`src/rtl/vga_pkg.sv`:
```
// vga_pkg
//   Shared VGA 640x480@60 timing constants, the 16-entry text palette,
//   the background colour and the stage-1 pipeline record used by
//   vga_text_render.
package vga_pkg;

    // Horizontal timing in pixel ticks (the active width is a module parameter).
    localparam int H_FP    = 16;
    localparam int H_SYNC  = 96;
    localparam int H_BP    = 48;
    localparam int H_TOTAL = 800;

    // Vertical timing in lines.
    localparam int V_FP    = 10;
    localparam int V_SYNC  = 2;
    localparam int V_BP    = 33;
    localparam int V_TOTAL = 525;

    localparam logic [11:0] BG_COLOR = 12'h000;

    // CGA-style palette, {R,G,B} nibbles. The list is written from index 15
    // down to index 0, so PALETTE[i] gives entry i.
    localparam logic [15:0][11:0] PALETTE = {
        12'hFFF, 12'hFF5, 12'hF5F, 12'hF55,   // 15..12
        12'h5FF, 12'h5F5, 12'h55F, 12'h555,   // 11..8
        12'hAAA, 12'hA50, 12'hA0A, 12'hA00,   //  7..4
        12'h0AA, 12'h0A0, 12'h00A, 12'h000    //  3..0
    };

    // Everything stage 1 captures about one pixel except the font address,
    // which leaves the block as a port.
    typedef struct packed {
        logic [3:0] color;     // palette index
        logic       dp;        // inside the glyph cell
        logic [2:0] x_lsb;     // column within the 8-pixel glyph row
        logic       video_on;  // pixel lies in the visible area
        logic       hs;        // raw hsync, active low
        logic       vs;        // raw vsync, active low
    } s1_t;

    // Reset value of the stage-1 record: blanked, syncs inactive.
    localparam s1_t S1_RST = '{color: 4'd0, dp: 1'b0, x_lsb: 3'd0,
                               video_on: 1'b0, hs: 1'b1, vs: 1'b1};

endpackage

```
`src/rtl/vga_sync_gen.sv`:
```
// vga_sync_gen
//   Pixel-clock divider, horizontal and vertical counters, raw (not yet
//   pipelined) sync pulses and the visible-area flag.
// Ports:
//   clk, reset_n  - system clock, asynchronous active-low reset
//   pixel_tick    - one-clk pulse every 4 clks (divider == 3)
//   h_count       - 0..H_TOTAL-1, advances on pixel_tick
//   v_count       - 0..V_TOTAL-1, advances when h_count wraps
//   hsync_raw     - low for h_count in the horizontal sync window
//   vsync_raw     - low for v_count in the vertical sync window
//   video_on      - high inside the H_ACTIVE x V_ACTIVE visible area
module vga_sync_gen
    import vga_pkg::*;
#(
    parameter int H_ACTIVE = 640,
    parameter int V_ACTIVE = 480
) (
    input  logic       clk,
    input  logic       reset_n,
    output logic       pixel_tick,
    output logic [9:0] h_count,
    output logic [9:0] v_count,
    output logic       hsync_raw,
    output logic       vsync_raw,
    output logic       video_on
);

    // Sync windows derived from the timing constants: 656..751 and 490..491
    // at the default resolution.
    localparam int HS_START = H_ACTIVE + H_FP;
    localparam int HS_END   = HS_START + H_SYNC - 1;
    localparam int VS_START = V_ACTIVE + V_FP;
    localparam int VS_END   = VS_START + V_SYNC - 1;

    logic [1:0] div;

    always_ff @(posedge clk or negedge reset_n) begin
        if (!reset_n) div <= 2'd0;
        else          div <= div + 2'd1;
    end

    // Decoded directly from the divider, so it is 0 during reset and first
    // rises on the 4th clock after release.
    assign pixel_tick = (div == 2'd3);

    always_ff @(posedge clk or negedge reset_n) begin
        if (!reset_n) begin
            h_count <= 10'd0;
            v_count <= 10'd0;
        end else if (pixel_tick) begin
            if (h_count == 10'(H_TOTAL - 1)) begin
                h_count <= 10'd0;
                // The frame wrap happens in the same tick as the line wrap.
                if (v_count == 10'(V_TOTAL - 1)) v_count <= 10'd0;
                else                             v_count <= v_count + 10'd1;
            end else begin
                h_count <= h_count + 10'd1;
            end
        end
    end

    assign hsync_raw = !((h_count >= 10'(HS_START)) && (h_count <= 10'(HS_END)));
    assign vsync_raw = !((v_count >= 10'(VS_START)) && (v_count <= 10'(VS_END)));
    assign video_on  = (h_count < 10'(H_ACTIVE)) && (v_count < 10'(V_ACTIVE));

endmodule

```
`src/rtl/vga_text_render.sv`:
```
// vga_text_render
//   Text-mode VGA back end. It drives pixel_x/pixel_y to an external
//   character generator, forwards the generator's glyph address to a
//   synchronous font ROM and turns the returned glyph row into a 12-bit
//   colour, with hsync/vsync delayed to stay aligned with the colour.
// Ports:
//   clk, reset_n      - system clock, asynchronous active-low reset
//   pixel_x, pixel_y  - current beam position (the raw counters)
//   rom_addr          - {char code, glyph row} from the character generator
//   color_addr        - palette index for the current glyph
//   dp                - 1 inside the glyph area, 0 for background
//   font_addr         - registered address to the font ROM
//   font_data         - glyph row from the ROM, bit 7 = leftmost pixel
//   hsync, vsync      - active-low syncs, aligned with rgb
//   rgb               - {R,G,B} pixel colour
//   pixel_tick        - one-clk pulse every 4 clks
//
// Pipeline (every register loads only on pixel_tick):
//   tick n   : pixel (x,y) is on pixel_x/pixel_y; stage 1 captures the
//              ROM address plus the per-pixel attributes.
//   tick n+1 : font_data now holds the addressed row; stage 2 picks this
//              pixel's bit and registers rgb/hsync/vsync.
//   rgb and the syncs for (x,y) are therefore visible while pixel_x shows
//   x+2, which is 8 clks behind the counters.
module vga_text_render
    import vga_pkg::*;
#(
    parameter int H_ACTIVE = 640,
    parameter int V_ACTIVE = 480
) (
    input  logic        clk,
    input  logic        reset_n,
    output logic [9:0]  pixel_x,
    output logic [9:0]  pixel_y,
    input  logic [10:0] rom_addr,
    input  logic [3:0]  color_addr,
    input  logic        dp,
    output logic [10:0] font_addr,
    input  logic [7:0]  font_data,
    output logic        hsync,
    output logic        vsync,
    output logic [11:0] rgb,
    output logic        pixel_tick
);

    logic [9:0] h_count;
    logic [9:0] v_count;
    logic       hs_raw;
    logic       vs_raw;
    logic       video_on;

    vga_sync_gen #(
        .H_ACTIVE (H_ACTIVE),
        .V_ACTIVE (V_ACTIVE)
    ) u_sync (
        .clk        (clk),
        .reset_n    (reset_n),
        .pixel_tick (pixel_tick),
        .h_count    (h_count),
        .v_count    (v_count),
        .hsync_raw  (hs_raw),
        .vsync_raw  (vs_raw),
        .video_on   (video_on)
    );

    assign pixel_x = h_count;
    assign pixel_y = v_count;

    // ---------------- stage 1 ----------------
    s1_t s1;

    always_ff @(posedge clk or negedge reset_n) begin
        if (!reset_n) begin
            font_addr <= 11'd0;
            s1        <= S1_RST;
        end else if (pixel_tick) begin
            font_addr   <= rom_addr;
            s1.color    <= color_addr;
            s1.dp       <= dp;
            s1.x_lsb    <= h_count[2:0];
            s1.video_on <= video_on;
            s1.hs       <= hs_raw;
            s1.vs       <= vs_raw;
        end
    end

    // ---------------- stage 2 ----------------
    // font_data is the row addressed by font_addr, which belongs to the
    // pixel now held in stage 1; bit 7 is the leftmost column.
    logic        glyph_bit;
    logic [11:0] rgb_nxt;

    assign glyph_bit = font_data[3'd7 - s1.x_lsb];

    always_comb begin
        rgb_nxt = 12'h000;
        // Outside the visible area the output is forced to black no matter
        // what dp or the ROM say.
        if (s1.video_on)
            rgb_nxt = (s1.dp && glyph_bit) ? PALETTE[s1.color] : BG_COLOR;
    end

    always_ff @(posedge clk or negedge reset_n) begin
        if (!reset_n) begin
            rgb   <= 12'h000;
            hsync <= 1'b1;
            vsync <= 1'b1;
        end else if (pixel_tick) begin
            rgb   <= rgb_nxt;
            hsync <= s1.hs;
            vsync <= s1.vs;
        end
    end

endmodule

```
`config.mk`:
```
export PLATFORM = sky130hd
export DESIGN_NAME = vga_text_render
export DESIGN_NICKNAME = d
export VERILOG_FILES = /design/src/rtl/vga_pkg.sv /design/src/rtl/vga_sync_gen.sv /design/src/rtl/vga_text_render.sv
export SDC_FILE = /design/constraint.sdc
export NUM_CORES = 1
export LEC_CHECK = 0
export CORE_UTILIZATION = 33
export DETAILED_ROUTE_END_ITERATION = 12
export DONT_BUFFER_PORTS = 1
export GPL_TIMING_DRIVEN = 1
export PLACE_DENSITY = 0.44
export SYNTH_ARGS = -nofsm -noshare
export SYNTH_HDL_FRONTEND = slang
export SYNTH_SLANG_ARGS = --single-unit
export TNS_END_PERCENT = 100
```
`constraint.sdc`:
```
create_clock -name clk -period 2.5 [get_ports clk]
set_clock_uncertainty 0.1 [all_clocks]
set_input_delay 0.25 -clock clk [delete_from_list [all_inputs] [get_ports clk]]
set_output_delay 0.25 -clock clk [all_outputs]
set_load 0.02 [all_outputs]
```
==> impl_metrics.py <==
metrics = {
    "power": {
        "p_switching_mw": 0.354,
        "pwr-share-clk_pct": 34.6,
        "internal_power_mw": 1.08,
        "seqPwrFrac_pct": 60.9,
        "sw_frac_of_total_pct": 24.7,
        "pwr_density_cell_nw_per_um2": 511,
        "p_comb_share_pct": 4.5,
        "leakage_nw": 1.26,
        "ir_drop_mv": 0.240,
    },
    "die": {
        "rows": 30,
        "ios": 72,
        "dieArea_um2": 7630,
        "die_x_um": 87.3,
        "initial_utilization_pct": 34.8,
        "core_um2": 6910,
        "die_y_um": 87.3,
    },
    "cts": {
        "htree_levels": 2,
        "clock_sinks": 51,
        "clk_path_buf_depth": 2,
        "numCtsBuffers": 5,
        "cts_tree": "built",
        "clk_latency_ns": 0.30,
        "path_clk_slew_ns": 0.10,
        "cts_resized": 0,
        "clock_tree.root_cell": "clkbuf_8",
        "post-cts-setup-buffer-count": 0,
    },
    "global_routing": {
        "grt_pass1_vias": 1654,
        "grt_max_degree": 52,
        "grt_pass1_wl_um": 8200,
        "grt_use_total_pct": 14.1,
        "antenna_found_initial": 0,
        "grt.overflow.total": 0,
    },
    "worst_setup_path": {
        "cp_cell_sequence": "nand4b_4, or4_1, o41ai_2, a22oi_1",
        "crit_type": "reg -> reg",
        "rrSetupSlack_ns": 0.39,
        "cp-end-kind": "flip-flop",
        "crit_buf_inv": 0,
        "slowest_delay_ns": 0.63,
        "path_max_fanout": 7,
        "crit_family": "simple AND/OR/NAND/NOR gates",
        "reg2reg_depth": 4,
        "r2r-start": "u_sync.h_count[8]",
        "slowest_stage": "or4_1",
        "critPathLaunchType": "flip-flop",
        "r2r_end": "u_sync.v_count[9]",
        "crit_arrival_ns": 2.18,
        "required_ns": 2.56,
    },
    "logic_synthesis": {
        "syn_inst": 211,
        "synth_cell_types": 42,
        "synth_edf_count": 0,
        "yosysSeqAreaShare_pct": 53.3,
        "ys_warn_count": 0,
        "synth_area_leader_cell": "dfrtp_1",
        "syn_nets": 242,
        "postSynthAreaPerCell_um2": 11.4,
        "async_flop_share_pct": 100,
        "synth_ff_type": "dfrtp_1",
        "synth.area.top_cells": "dfrtp_1 (49%), mux2_2 (8.4%), dfstp_2 (4.4%)",
        "ys_ff_latch": 51,
        "syn_area_um2": 2400,
        "yosysTopAreaCellShare_pct": 48.9,
    },
    "outcome": {
        "status": "finished, final reports clean",
    },
    "timing": {
        "slew_viol_final": 0,
        "timing_worst_slew_pin_value_ns": 0.728,
        "rsz0062_at_grt": "no",
        "setup_tns_ns": 0,
        "finalWorstSetupSlack_ns": 0.386,
        "max_freq_mhz": 473,
        "min_period_over_period_pct": 84.5,
        "hold_viol_final": 0,
        "relSlewSlack_pct": 51.4,
        "setup_violations": 0,
        "fin_crit_ns": 2.11,
    },
    "detailed_routing": {
        "firstDrtPassIters": 4,
        "drc": 0,
        "drt-initial-drc-count": 78,
        "vias": 1641,
        "ant_nets": 0,
        "wl_per_cell_um": 15.7,
        "routed_via_density": 5.00,
        "routed_wl_um": 5140,
    },
    "placement": {
        "gp_congestion": 0.846,
        "portBuffers": 0,
        "dp_hpwl_um": 3500,
        "dp_slack_ns": 0.393,
    },
    "layout": {
        "multiInputGateArea_um2": 971,
        "final_common_cell": "dfrtp_1",
        "post-route-util_pct": 40.7,
        "final_cell_mix": "dfrtp_1 (47), mux2_2 (18), dlygate4sd3_1 (17), nand2_1 (16), inv_1 (15)",
        "drive_gt1_share_pct": 22.0,
        "fillers": 697,
        "area_growth_pct": 17.0,
        "antenna_cells": 0,
        "final_nets": 262,
        "seqCellArea_um2": 1280,
    },
    "worst_hold_path": {
        "min_to": "u_sync.div[0]",
        "hold_start": "u_sync.div[0]",
        "hp-class": "reg -> reg",
        "hold_depth": 1,
    },
    "flow_run": {
        "cap_violations": 0,
    },
}
-- cell type report --
class                      instances  area share [%]
timing repair buffer              30            10.2
multi-input combinational        128            34.5
inverter                          15            2.00
tap                               96            4.27
clock inverter                     3           0.935
sequential                        51            45.6
clock buffer                       5            2.45
-- through the flow --
step | area (µm²) | hold WS [ns] | std cells | total power [mW]
CTS | 2810 | 0.335 | 328 | 1.46
global placement | 2520 | -0.144 | 302 | 0.911
global route | 2810 | 0.355 | 328 | 1.51
finish | 2810 | 0.337 | 328 | 1.44
floorplan | 2400 | -0.146 | 211 | 0.913
detailed placement | 2520 | -0.144 | 302 | 0.913
-- cell usage after synthesis (all sizes together), types with 4 or more instances --
master	count
and3	5
xor2	5
buf	10
dfstp	4
inv	15
dfrtp	47
ha	5
mux2i	5
o32ai	5
nor2	7
nand4	8
mux2	18
nand2	16
nand3	5
nor4	4
clkbuf	7
o21ai	11
xnor2	5
-- power by group through the flow --
stage          registers, mW  clock network (mW)  logic (mW)
5_1_grt                0.877               0.558      0.0729
3_3_place_gp           0.890                   0      0.0211
2_1_floorplan          0.881                   0      0.0314
3_5_place_dp           0.891                   0      0.0224
6_report               0.874               0.497      0.0647
4_1_cts                0.875               0.520      0.0662
-- worst reg2reg max path, delay by kind of cell, from the launching register on --
kind               cells  cell delay (ns)
DFF                    1             0.61
and+or+nand+nor        2             0.80
AOI/OAI and AO/OA      2             0.47
-- layer usage --
layer | GRT usage [%] | routed length [µm] | vias up
li1 | - | - | 781
met1 | 18.3 | 2200 | 813
met2 | 22.7 | 2570 | 45
met3 | 4.27 | 340 | 2
met4 | 4.02 | 29 | 0
met5 | 0 | 0 | -
-- flip-flops by register name (all words and copies together) (netlist names) --
| signal | flops |
|---|---|
| u_sync.h_count | 10 |
| font_addr | 11 |
| s1 | 11 |
| vsync | 1 |
| u_sync.v_count | 10 |
| u_sync.div | 2 |
| rgb | 5 |
| hsync | 1 |
-- logic make-up after synthesis --
group | count (synthesis) | synth area share, %
xor+xnor | 10 | 3.64
simple gates | 61 | 15.0
flops | 51 | 53.3
compound gates | 29 | 8.54
buf+inv | 32 | 6.40
fa+ha+maj | 5 | 2.60
mux | 23 | 10.5
-- worst max-delay path by stage --
| stage | from | depth (start not counted) | endpoint | slack (ns) |
|---|---|---|---|---|
| CTS | u_sync.h_count[8] | 4 | u_sync.v_count[9] | 0.38 |
| detailed placement | u_sync.h_count[8] | 4 | u_sync.v_count[9] | 0.39 |
| global route | u_sync.h_count[8] | 4 | u_sync.v_count[9] | 0.26 |
| global placement | u_sync.h_count[8] | 4 | u_sync.v_count[9] | 0.47 |
| finish | u_sync.h_count[8] | 4 | u_sync.v_count[9] | 0.39 |
| floorplan | u_sync.div[0] | 7 | u_sync.v_count[9] | 0.29 |
-- what timing repair did --
action,4_1_cts,5_1_grt
endpoints found under the hold margin,67,0
setup endpoints to repair,0,0
hold buffers,18,0
No activity file was read; power rests on OpenSTA's default activity.
